## src/rtl/alu_pkg.sv

```systemverilog
// Shared definitions for the sequential ALU: opcode map, FSM state encoding
// and a small opcode classification helper. Imported by the control unit,
// the datapath and the testbench.
package alu_pkg;

    localparam logic [3:0] OP_ADD = 4'b0001;
    localparam logic [3:0] OP_SUB = 4'b0010;
    localparam logic [3:0] OP_MUL = 4'b0100;
    localparam logic [3:0] OP_DIV = 4'b0101;
    localparam logic [3:0] OP_CMP = 4'b0110;

    typedef enum logic [1:0] {
        IDLE = 2'd0,
        BUSY = 2'd1,
        DONE = 2'd2
    } state_t;

    // True for the opcodes that run on the iterative multiply/divide datapath.
    function automatic logic is_muldiv(input logic [3:0] op);
        return (op == OP_MUL) || (op == OP_DIV);
    endfunction

endpackage

```

## src/rtl/seq_alu_if.sv

```systemverilog
// Operand/result bus of the sequential ALU. The master side (control unit or
// testbench) presents operands and consumes results; the slave side is the ALU.
// The rem signal only exists when SEQ_ALU_REM_EN is defined. state is a debug
// view of the ALU control FSM.
interface seq_alu_if #(
    parameter int WIDTH = 16
);
    import alu_pkg::*;

    logic             in_valid;
    logic             in_ready;
    logic [WIDTH-1:0] a;
    logic [WIDTH-1:0] b;
    logic [3:0]       opcode;
    logic             out_valid;
    logic             out_ready;
    logic [WIDTH-1:0] result;
    logic             n;
    logic             z;
    logic             c;
    logic             err;
`ifdef SEQ_ALU_REM_EN
    logic [WIDTH-1:0] rem;
`endif
    state_t           state;

`ifdef SEQ_ALU_REM_EN
    modport master (
        output in_valid, a, b, opcode, out_ready,
        input  in_ready, out_valid, result, n, z, c, err, rem, state
    );
    modport slave (
        input  in_valid, a, b, opcode, out_ready,
        output in_ready, out_valid, result, n, z, c, err, rem, state
    );
`else
    modport master (
        output in_valid, a, b, opcode, out_ready,
        input  in_ready, out_valid, result, n, z, c, err, state
    );
    modport slave (
        input  in_valid, a, b, opcode, out_ready,
        output in_ready, out_valid, result, n, z, c, err, state
    );
`endif

endinterface

```

## src/rtl/seq_alu_muldiv.sv

```systemverilog
// Iterative multiply/divide datapath: one shift-add (MUL) or one restoring
// subtract step (DIV) per clock, WIDTH steps per operation. done is high
// during the final step; prod_quot/rem then carry the value that step
// produces so the caller can register it on the same edge.
module seq_alu_muldiv #(
    parameter int WIDTH = 16,
    parameter int CNT_W = $clog2(WIDTH + 1)
) (
    input  logic             clk,
    input  logic             reset,
    input  logic             start,
    input  logic             is_div,
    input  logic [WIDTH-1:0] a,
    input  logic [WIDTH-1:0] b,
    output logic             done,
    output logic [WIDTH-1:0] prod_quot,
    output logic [WIDTH-1:0] rem
);

    // MUL: acc = partial product, sh = multiplier (shifts right), op = multiplicand (shifts left)
    // DIV: acc = partial remainder, sh = dividend/quotient (shifts left), op = divisor
    logic [WIDTH-1:0] acc_q, sh_q, op_q;
    logic [WIDTH-1:0] acc_n, sh_n, op_n;
    logic [CNT_W-1:0] cnt_q;
    logic             div_q;
    logic [WIDTH:0]   trial;
    logic [WIDTH:0]   diff;

    // Next value of the datapath registers for one iteration.
    always_comb begin
        acc_n = acc_q;
        sh_n  = sh_q;
        op_n  = op_q;
        trial = {acc_q, sh_q[WIDTH-1]};
        diff  = trial - {1'b0, op_q};
        if (div_q) begin
            // diff[WIDTH] set means the trial subtraction borrowed: restore.
            if (!diff[WIDTH]) begin
                acc_n = diff[WIDTH-1:0];
                sh_n  = {sh_q[WIDTH-2:0], 1'b1};
            end else begin
                acc_n = trial[WIDTH-1:0];
                sh_n  = {sh_q[WIDTH-2:0], 1'b0};
            end
        end else begin
            acc_n = acc_q + (sh_q[0] ? op_q : '0);
            op_n  = op_q << 1;
            sh_n  = sh_q >> 1;
        end
    end

    // Load operands on start, then iterate until the counter runs out.
    always_ff @(posedge clk or posedge reset) begin
        if (reset) begin
            acc_q <= '0;
            sh_q  <= '0;
            op_q  <= '0;
            cnt_q <= '0;
            div_q <= 1'b0;
        end else if (start) begin
            acc_q <= '0;
            div_q <= is_div;
            cnt_q <= CNT_W'(WIDTH);
            sh_q  <= is_div ? a : b;
            op_q  <= is_div ? b : a;
        end else if (cnt_q != '0) begin
            acc_q <= acc_n;
            sh_q  <= sh_n;
            op_q  <= op_n;
            cnt_q <= cnt_q - CNT_W'(1);
        end
    end

    assign done      = (cnt_q == CNT_W'(1));
    assign prod_quot = div_q ? sh_n : acc_n;
    assign rem       = div_q ? acc_n : '0;

endmodule

```

## src/rtl/seq_alu.sv

```systemverilog
// Sequential ALU: ADD/SUB/CMP and illegal opcodes finish in one cycle, MUL and
// DIV run WIDTH iterations on seq_alu_muldiv. Holds the control FSM, the
// single-cycle operations and the registered flags.
// Optional macro SEQ_ALU_REM_EN adds the DIV remainder output (bus.rem).
//
// Handshake: a transfer happens on a rising edge where valid and ready are
// both high. in_ready is high only in IDLE; in_valid is ignored otherwise.
// Once out_valid is high, result and flags stay stable until out_ready is
// seen, after which the FSM returns to IDLE (in_ready rises the next cycle).
module seq_alu
    import alu_pkg::*;
#(
    parameter int WIDTH = 16,
    localparam int CNT_W = $clog2(WIDTH + 1)
) (
    input  logic     clk,
    input  logic     reset,
    seq_alu_if.slave bus
);

    state_t           state_q, state_d;
    logic             start;
    logic             load_fast;
    logic             div_zero;
    logic             md_op;
    logic             md_done;
    logic [WIDTH-1:0] md_pq;
    logic [WIDTH-1:0] md_rem;

    logic [WIDTH:0]   sum;
    logic [WIDTH:0]   dif;
    logic [WIDTH-1:0] fast_res;
    logic [WIDTH-1:0] fast_rem;
    logic             fast_c;
    logic             fast_err;

    logic [WIDTH-1:0] result_q;
    logic             n_q, z_q, c_q, err_q;

    assign div_zero = (bus.opcode == OP_DIV) && (bus.b == '0);
    assign md_op    = is_muldiv(bus.opcode) && !div_zero;

    seq_alu_muldiv #(
        .WIDTH (WIDTH),
        .CNT_W (CNT_W)
    ) u_muldiv (
        .clk       (clk),
        .reset     (reset),
        .start     (start),
        .is_div    (bus.opcode == OP_DIV),
        .a         (bus.a),
        .b         (bus.b),
        .done      (md_done),
        .prod_quot (md_pq),
        .rem       (md_rem)
    );

    // State register.
    always_ff @(posedge clk or posedge reset) begin
        if (reset) state_q <= IDLE;
        else       state_q <= state_d;
    end

    // Next-state logic and datapath strobes.
    always_comb begin
        state_d   = state_q;
        start     = 1'b0;
        load_fast = 1'b0;
        case (state_q)
            IDLE: begin
                if (bus.in_valid) begin
                    if (md_op) begin
                        start   = 1'b1;
                        state_d = BUSY;
                    end else begin
                        load_fast = 1'b1;
                        state_d   = DONE;
                    end
                end
            end
            BUSY: if (md_done) state_d = DONE;
            DONE: if (bus.out_ready) state_d = IDLE;
            default: state_d = IDLE;
        endcase
    end

    // Single-cycle operations, divide-by-zero and illegal opcodes.
    always_comb begin
        sum      = {1'b0, bus.a} + {1'b0, bus.b};
        dif      = {1'b0, bus.a} - {1'b0, bus.b};
        fast_res = '0;
        fast_rem = '0;
        fast_c   = 1'b0;
        fast_err = 1'b0;
        case (bus.opcode)
            OP_ADD: begin
                fast_res = sum[WIDTH-1:0];
                fast_c   = sum[WIDTH];
            end
            OP_SUB, OP_CMP: begin
                fast_res = dif[WIDTH-1:0];
                fast_c   = dif[WIDTH];
            end
            OP_DIV: begin
                // Only reached here with b == 0.
                fast_res = '1;
                fast_rem = bus.a;
                fast_err = 1'b1;
            end
            OP_MUL: ;
            default: fast_err = 1'b1;
        endcase
    end

    // Result and flag registers; n/z derive from the value being registered.
    always_ff @(posedge clk or posedge reset) begin
        if (reset) begin
            result_q <= '0;
            n_q      <= 1'b0;
            z_q      <= 1'b0;
            c_q      <= 1'b0;
            err_q    <= 1'b0;
        end else if (load_fast) begin
            result_q <= fast_res;
            n_q      <= fast_res[WIDTH-1];
            z_q      <= (fast_res == '0);
            c_q      <= fast_c;
            err_q    <= fast_err;
        end else if (md_done) begin
            result_q <= md_pq;
            n_q      <= md_pq[WIDTH-1];
            z_q      <= (md_pq == '0);
            c_q      <= 1'b0;
            err_q    <= 1'b0;
        end
    end

`ifdef SEQ_ALU_REM_EN
    logic [WIDTH-1:0] rem_q;

    // Remainder register, updated alongside the result.
    always_ff @(posedge clk or posedge reset) begin
        if (reset)          rem_q <= '0;
        else if (load_fast) rem_q <= fast_rem;
        else if (md_done)   rem_q <= md_rem;
    end

    assign bus.rem = rem_q;
`else
    logic unused_rem;
    assign unused_rem = ^{md_rem, fast_rem};
`endif

    assign bus.in_ready  = (state_q == IDLE);
    assign bus.out_valid = (state_q == DONE);
    assign bus.result    = result_q;
    assign bus.n         = n_q;
    assign bus.z         = z_q;
    assign bus.c         = c_q;
    assign bus.err       = err_q;
    assign bus.state     = state_q;

endmodule

```

## src/flat_wrapper.sv

```systemverilog
// flat-port wrapper written by rule: the top's interface ports become plain ports
module seq_alu_flat import alu_pkg::*;
#(
    parameter int WIDTH = 16,
    localparam int CNT_W = $clog2(WIDTH + 1)
)
  (clk, reset, bus_in_valid, bus_a, bus_b, bus_opcode, bus_out_ready, bus_in_ready, bus_out_valid, bus_result, bus_n, bus_z, bus_c, bus_err, bus_state);
  seq_alu_if #(.WIDTH(WIDTH)) bus_i ();
  input  logic clk;
  input  logic reset;
  input wire logic [$bits(bus_i.in_valid)-1:0] bus_in_valid;
  input wire logic [$bits(bus_i.a)-1:0] bus_a;
  input wire logic [$bits(bus_i.b)-1:0] bus_b;
  input wire logic [$bits(bus_i.opcode)-1:0] bus_opcode;
  input wire logic [$bits(bus_i.out_ready)-1:0] bus_out_ready;
  output wire logic [$bits(bus_i.in_ready)-1:0] bus_in_ready;
  output wire logic [$bits(bus_i.out_valid)-1:0] bus_out_valid;
  output wire logic [$bits(bus_i.result)-1:0] bus_result;
  output wire logic [$bits(bus_i.n)-1:0] bus_n;
  output wire logic [$bits(bus_i.z)-1:0] bus_z;
  output wire logic [$bits(bus_i.c)-1:0] bus_c;
  output wire logic [$bits(bus_i.err)-1:0] bus_err;
  output wire logic [$bits(bus_i.state)-1:0] bus_state;
  assign bus_i.in_valid = bus_in_valid;
  assign bus_i.a = bus_a;
  assign bus_i.b = bus_b;
  assign bus_i.opcode = bus_opcode;
  assign bus_i.out_ready = bus_out_ready;
  assign bus_in_ready = bus_i.in_ready;
  assign bus_out_valid = bus_i.out_valid;
  assign bus_result = bus_i.result;
  assign bus_n = bus_i.n;
  assign bus_z = bus_i.z;
  assign bus_c = bus_i.c;
  assign bus_err = bus_i.err;
  assign bus_state = bus_i.state;
  seq_alu #(.WIDTH(WIDTH)) u_core (.clk(clk), .reset(reset), .bus(bus_i));
endmodule
```

## config.mk

```make
export PLATFORM = sky130hd
export DESIGN_NAME = seq_alu_flat
export DESIGN_NICKNAME = d
export VERILOG_FILES = /design/src/rtl/alu_pkg.sv /design/src/rtl/seq_alu_if.sv /design/src/rtl/seq_alu_muldiv.sv /design/src/rtl/seq_alu.sv /design/src/flat_wrapper.sv
export SDC_FILE = /design/constraint.sdc
export NUM_CORES = 1
export LEC_CHECK = 0
export ABC_AREA = 1
export BUFFER_PORTS_ARGS = -buffer_cell sky130_fd_sc_hd__buf_2
export CORE_UTILIZATION = 52
export CTS_BUF_LIST = sky130_fd_sc_hd__clkbuf_8
export DETAILED_ROUTE_END_ITERATION = 10
export PLACE_DENSITY = 0.79
export SLEW_MARGIN = 20
export SYNTH_ARGS = -nofsm -noshare
export SYNTH_HDL_FRONTEND = slang
export SYNTH_SLANG_ARGS = --single-unit
```

## constraint.sdc

```tcl
create_clock -name clk -period 4.5 [get_ports clk]
set_input_delay 0.45 -clock clk [delete_from_list [all_inputs] [get_ports clk]]
set_output_delay 0.45 -clock clk [all_outputs]
set_load 0.02 [all_outputs]
```

== Yosys cells after proc, flatten, opt, wreduce, memory -nomap -nowiden ==
Index checks and enable logic that the tools add are counted.
W data, S select, Z words.

* Add/subtract/negate cells: 5
* Equal/unequal tests: 12
* Muxes and demuxes: 40
* Reduce and logical (&&, ||, !) cells: 15

{| class="wikitable"
|+ Operator list
! kind !! count
|-
| $mux W16 || 16
|-
| $logic_not A16 Y1 || 3
|-
| $pmux W16 S3 || 1
|-
| $add A16 B16 Y17 || 1
|-
| $sub A16 B16 Y17 || 1
|-
| $sub A17 B16 Y17 || 1
|-
| $add A16 B16 Y16 || 1
|-
| $mux W1 || 15
|-
| $eq A4 B3 Y1 const B || 3
|-
| $mux W5 || 2
|-
| $mux W2 || 4
|-
| $pmux W2 S3 || 1
|-
| $eq A5 B1 Y1 const B || 1
|-
| $reduce_bool A5 Y1 || 1
|-
| $sub A5 B1 Y5 const B || 1
|-
| $eq A4 B1 Y1 const B || 1
|-
| $eq A4 B2 Y1 const B || 1
|-
| $ne A2 B1 Y1 const B || 2
|-
| $ne A2 B2 Y1 const B || 2
|-
| $reduce_bool A2 Y1 || 2
|-
| $reduce_or A4 Y1 || 1
|-
| $reduce_and A3 Y1 || 1
|-
| $eq A2 B1 Y1 const B || 1
|-
| $eq A2 B2 Y1 const B || 1
|-
| 7 further kinds || 8
|}

* Flip-flop bits (word level): 76
* Bits of input ports: 40
* Output and inout port bits: 24
* Logic and storage cells: 83

== Depth between registers and ports, before layout ==
* Depth in word-level cells: 9
* Depth in mapped cells: 21
* Gate-level depth less buffers: 20

== Hierarchy ==
A second synthesis with hierarchy kept.

* Cells, all modules: 1537
* Area total of the unflattened synthesis: 9173.8 sq um

{| class="wikitable"
|+ By module, submodules not included
! module !! times used !! cells each !! area an instance (sq um) !! sequential area each (sq um)
|-
| seq_alu_muldiv || 1 || 908 || 5520.3 || 1351.3
|-
| seq_alu || 1 || 629 || 3653.5 || 525.5
|}

== Least setup slack after synthesis ==
No wires, ideal clock.

* Path type: register to register
* From: register u_core.u_muldiv.sh_q[15]
* To: register u_core.u_muldiv.acc_q[5]
* Library setup time: 0.118 ns
* Arrival time: 2.169 ns
* Data required time: 4.382 ns
* Path slack: 2.213 ns
* Cell stages (with the launch flop): 17
* Path buffers: 1
* Period minus slack after synthesis: 2.287 ns
* Cells stage by stage: dfrtp_1 inv_1 ha_1 inv_1 fa_1 nand3_1 nand2_1 nand2_1 nand2_1 nand2_1 nand2_1 nand2_1 nand2_4 buf_6 o211ai_1 a21oi_1 a21o_1

* Word-level cells in the longest chain between the ends: 5

{| class="wikitable"
|+ RTL lines
! what !! line !! RTL
|-
| from (decl) || seq_alu_muldiv.sv:22 || <nowiki>logic [WIDTH-1:0] acc_q, sh_q, op_q;</nowiki>
|-
| from (signal assigned) || seq_alu_muldiv.sv:64 || <nowiki>sh_q <= is_div ? a : b;</nowiki>
|-
| from (signal assigned) || seq_alu_muldiv.sv:68 || <nowiki>sh_q <= sh_n;</nowiki>
|-
| $sub A17 B16 Y17 || seq_alu_muldiv.sv:35 || <nowiki>diff = trial - {1'b0, op_q};</nowiki>
|-
| $mux W16 || seq_alu_muldiv.sv:38 || <nowiki>if (!diff[WIDTH]) begin</nowiki>
|-
| $mux W16 || seq_alu_muldiv.sv:36 || <nowiki>if (div_q) begin</nowiki>
|-
| $mux W16 || seq_alu_muldiv.sv:66 || <nowiki>end else if (cnt_q != '0) begin</nowiki>
|-
| $mux W16 || seq_alu_muldiv.sv:60 || <nowiki>end else if (start) begin</nowiki>
|-
| to (signal assigned) || seq_alu_muldiv.sv:67 || <nowiki>acc_q <= acc_n;</nowiki>
|-
| to (decl) || seq_alu_muldiv.sv:22 ||
|}

No other way between the ends. The select of a mux whose other input is x is not followed.
A chain may end at the register's enable or synchronous reset.

== Worst setup path in the final report ==
* From: register u_core.u_muldiv.sh_q[0]
* To: register u_core.z_q, in the netlist u_core.bus.z

* Word-level cells in the longest chain between the ends: 7
* Elaborated cells between the ends (all ways): 8
* Classes of those cells: add/sub (1); mux (6); reduce/logical (1)

{| class="wikitable"
|+ RTL lines
! what !! line !! RTL
|-
| $mux W16 || seq_alu_muldiv.sv:46 || <nowiki>acc_n = acc_q + (sh_q[0] ? op_q : '0);</nowiki>
|-
| $add A16 B16 Y16 || seq_alu_muldiv.sv:46 ||
|-
| $mux W16 || seq_alu_muldiv.sv:36 ||
|-
| $mux W16 (*) || seq_alu_muldiv.sv:75 || <nowiki>assign prod_quot = div_q ? sh_n : acc_n;</nowiki>
|-
| $logic_not A16 Y1 (*) || seq_alu.sv:132 || <nowiki>z_q <= (md_pq == '0);</nowiki>
|-
| $mux W1 (*) || seq_alu.sv:129 || <nowiki>end else if (md_done) begin</nowiki>
|-
| $mux W1 (*) || seq_alu.sv:123 || <nowiki>end else if (load_fast) begin</nowiki>
|-
| to (signal assigned) || seq_alu.sv:126 || <nowiki>z_q <= (fast_res == '0);</nowiki>
|-
| to (signal assigned) || seq_alu.sv:132 ||
|-
| to (decl) || seq_alu.sv:38 || <nowiki>logic n_q, z_q, c_q, err_q;</nowiki>
|}

Every way passes the cells marked *; elsewhere a longest branch is shown, timed or not. The select of a mux whose other input is x is not followed.

==> summary.txt <==
STA
  – Max-slew violation total from the final report: 0
  – Slew at the pin closest to its max-slew limit: 1.082 ns
  – Final cycle utilization of the critical path: 71.81%
  – Summed negative setup slack over all endpoints: 0 ns
  – Unrepaired setup endpoints after global routing: no
  – Normalized max-slew margin: 27.88%
  – Highest clock rate: 309.5 MHz
  – Crit path time final: 3.231 ns
  – Final hold violation count: 0
  – Worst clock skew: 0.01552 ns
  – Final setup violation count: 0

Die
  – Die area: 16830 um^2
  – Floorplan die width: 129.7 um
  – Starting density of the core: 53.39%
  – Vert. Die Dim: 129.7 um
  – Number of core rows: 46
  – Core area: 15890 um^2
  – Top Ports: 64

Cells and area
  – Antenna Cells: 0
  – Filler instances: 1665
  – Share of cells above drive strength 1: 7.395%
  – Final layout net count: 1552
  – Non-Filler Cell Area, Final: 9045 um^2
  – Syn-to-layout area delta: 6.638%

Pwr
  – Total power density per cell area: 553.6 nW/um^2
  – Net switching power: 2.712 mW
  – Share of total power in the clock network: 10.7%
  – Static leakage: 5.252 nW
  – Largest voltage drop on the vdd net: 0.2676 mV
  – Part of the total power dissipated in sequential elements: 24.4%
  – Switching share of total power: 54.16%
  – Fraction of power consumed by combinational cells: 64.9%
  – Internal power component: 2.296 mW

Detailed routing
  – Post-detailed-route count of antenna-violating nets: 0
  – Number of detailed-routing iterations run before antenna repair: 8
  – Total Wirelength: 27030 um
  – Iteration-0 DRC count of the detailed router: 869
  – Vias per cell: 5.569
  – Routed wirelength normalized by instance count: 16.25 um
  – # DRC: 0
  – Routed vias: 9261

Setup path
  – Classification of the worst setup path: reg2reg
  – Worst path most repeated cell: sky130_fd_sc_hd__nand2_1
  – Slowest cell on the critical path: sky130_fd_sc_hd__dfrtp_1
  – CP Max Fanout: 18
  – Worst endpoint required time: 4.80 ns
  – Crit path capture type: flip-flop
  – Max stage delay on crit path: 0.84 ns
  – CP Launch Type: flip-flop
  – Cells traversed along the worst timing path: nand2_1 > inv_1 > ha_1 > inv_1 > fa_1 > inv_1 > nand3_1 > nand3_1 > nand3_1 > nand3_1 > nand2_1 > nand3_1 > nand2_1 > nor2_1 > nand2_1 > nor2_1 > nand3_1 > nand2_1 > nand2_1 > nand2_1
  – Worst EP arrival: 3.53 ns

Place
  – Cell area after placement: 8841 um^2
  – Detailed-placement wirelength estimate: 21600 um
  – I/O Buffers: 63
  – Routability-driven placement congestion ratio: 0.9761

Global routing
  – Global route total overflow: 0
  – Global Route Usage Sum: 32.45%
  – Vias in the first global route: 8422
  – Initial antenna violation count: 0
  – Maximum number of pins on one net before global-route repair: 46
  – First-pass GRT wire length: 42090 um

Synth
  – Sequential share of the synthesized area: 22.13%
  – Post-synth ARST share: 100.0%
  – Leading register cell type out of synthesis: sky130_fd_sc_hd__dfrtp_1
  – Yosys reg bits: 75
  – Gate count of the mapped netlist: 1413
  – Distinct cell type count after synthesis: 46
  – Count of flip-flops with a built-in enable after synthesis: 0
  – Yosys warnings: 0
  – Cell Area, Synth: 8482 um^2
  – Mapped Nets: 1523
  – Mean area per synthesized cell: 6.003 um^2

Min path
  – Path category of the worst min-delay check: in2async

Clock network
  – Number of buffers inserted by post-CTS setup repair: 0
  – Clock tree buffer depth: 2
  – H-tree levels: 3
  – Number of clock sinks: 75
  – CTS tree: yes
  – Source-to-sink clock delay at the later pin of the worst-skew pair: 0.36 ns
  – Clock root buffer: sky130_fd_sc_hd__clkbuf_8
  – Number of buffers created by CTS: 9
  – Number of buffers added to fix hold violations after cts: 0
  – Register clock-pin slew on the reported worst setup and hold paths: 0.09 ns
  – CTS resizes: 0

Run status
  – Outcome: completed

Flow run
  – Max-cap violation count: 0
-- cells by family (layout without fill, tap and decap cells) --
kind of cell	after synthesis	after routing	synth area share (%)
AOI/OAI and AO/OA	216	216	15.43
xor gates and xnor gates	14	14	1.446
adders and majority gates	70	70	10.68
buffers and inverters	276	310	13.22
DFF	75	75	22.13
and+or+nand+nor	762	762	37.10
-- power groups by stage --
stage	combinational (mW)	clock, mW	sequential [mW]
3_5_place_dp	3.18	0	1.22
6_report	3.25	0.537	1.22
4_1_cts	3.20	0.536	1.21
3_3_place_gp	3.14	0	1.22
2_1_floorplan	2.37	0	1.19
5_1_grt	3.63	0.566	1.24
-- state kept, by name (all words and copies together) (netlist names) --
| signal | cells |
|---|---|
| u_core.bus.err | 1 |
| u_core.u_muldiv.sh_q | 16 |
| u_core.u_muldiv.div_q | 1 |
| u_core.bus.state | 2 |
| u_core.bus.result | 15 |
| u_core.u_muldiv.op_q | 16 |
| u_core.bus.n | 1 |
| u_core.u_muldiv.cnt_q | 5 |
| u_core.bus.z | 1 |
| u_core.bus.c | 1 |
| u_core.u_muldiv.acc_q | 16 |
-- worst max-delay path: cells and delay by family (launching register included) --
| kind | cells | cell delay, ns |
|---|---|---|
| DFF | 1 | 0.84 |
| adders and majority gates | 2 | 0.63 |
| and+or+nand+nor | 15 | 1.38 |
| buffers and inverters | 3 | 0.33 |
-- final timing paths --
path / start / to / slack, ns / cells past startpoint
max in group asynchronous: reset / u_core.u_muldiv.sh_q[11] / 3.25 / 3
min reg2reg: u_core.bus.result[3] / u_core.bus.result[3] / 0.50 / 2
min: reset / u_core.u_muldiv.cnt_q[2] / 0.25 / 2
min in group clk: bus_out_ready / u_core.bus.state[1] / 0.43 / 4
max: u_core.u_muldiv.sh_q[0] / u_core.bus.z / 1.27 / 20
max reg2reg: u_core.u_muldiv.sh_q[0] / u_core.bus.z / 1.27 / 20
-- cell usage after synthesis (8+ instances only) --
master / number / area, um^2
sky130_fd_sc_hd__a21oi_1: 63 / 315.3
sky130_fd_sc_hd__buf_2: 20 / 100.1
sky130_fd_sc_hd__clkbuf_1: 17 / 63.81
sky130_fd_sc_hd__dfrtp_1: 75 / 1877
sky130_fd_sc_hd__ha_1: 66 / 825.8
sky130_fd_sc_hd__inv_1: 220 / 825.8
sky130_fd_sc_hd__nand2_1: 489 / 1836
sky130_fd_sc_hd__nand3_1: 122 / 610.6
sky130_fd_sc_hd__nand4_1: 18 / 112.6
sky130_fd_sc_hd__nor2_1: 102 / 382.9
sky130_fd_sc_hd__o211ai_1: 43 / 322.8
sky130_fd_sc_hd__o21ai_0: 71 / 355.3
sky130_fd_sc_hd__xor2_1: 8 / 70.07
-- stage by stage --
stage | cells | power [mW] | utilization, % | setup slack (ns) | hold slack (ns)
global placement | 1647 | 4.355 | 55.64 | 1.421 | 0.4693
CTS | 1663 | 4.946 | 56.94 | 1.329 | 0.2779
detailed placement | 1647 | 4.398 | 55.66 | 1.329 | 0.4703
finish | 1663 | 5.007 | 56.94 | 1.269 | 0.2509
global route | 1663 | 5.438 | 56.94 | 1.044 | 0.3221
floorplan | 1413 | 3.559 | - | 2.140 | 0.4817
-- metal layers --
layer,up-vias,track usage (%),part of all wire (%),routed length [um]
met3,80,5.125,8.2,2216
li1,4584,-,-,-
met5,-,0,0,0
met4,0,15.18,4.0,1085
met1,4201,42.27,42,11280
met2,396,52.85,46,12450
-- final cells by class --
type | instances | area [um^2] | area share, %
clock buffers | 10 | 137.6 | 1.522
clock inverters | 6 | 66.31 | 0.7332
inverters | 226 | 848.3 | 9.379
multi-input cells | 1062 | 5493 | 60.73
flip-flops and latches | 75 | 1877 | 20.75
well taps | 216 | 270.3 | 2.988
repair buffers | 68 | 352.8 | 3.901
-- cell usage in the layout (no fill, tap or decap), types with 43 or more instances in the layout --
cell / count
sky130_fd_sc_hd__nand2_1: 488
sky130_fd_sc_hd__inv_1: 220
sky130_fd_sc_hd__nand3_1: 122
sky130_fd_sc_hd__nor2_1: 101
sky130_fd_sc_hd__dfrtp_1: 75
sky130_fd_sc_hd__o21ai_0: 70
sky130_fd_sc_hd__ha_1: 66
sky130_fd_sc_hd__a21oi_1: 63
sky130_fd_sc_hd__buf_2: 63
sky130_fd_sc_hd__o211ai_1: 43
(Power assumes the default switching activity.)
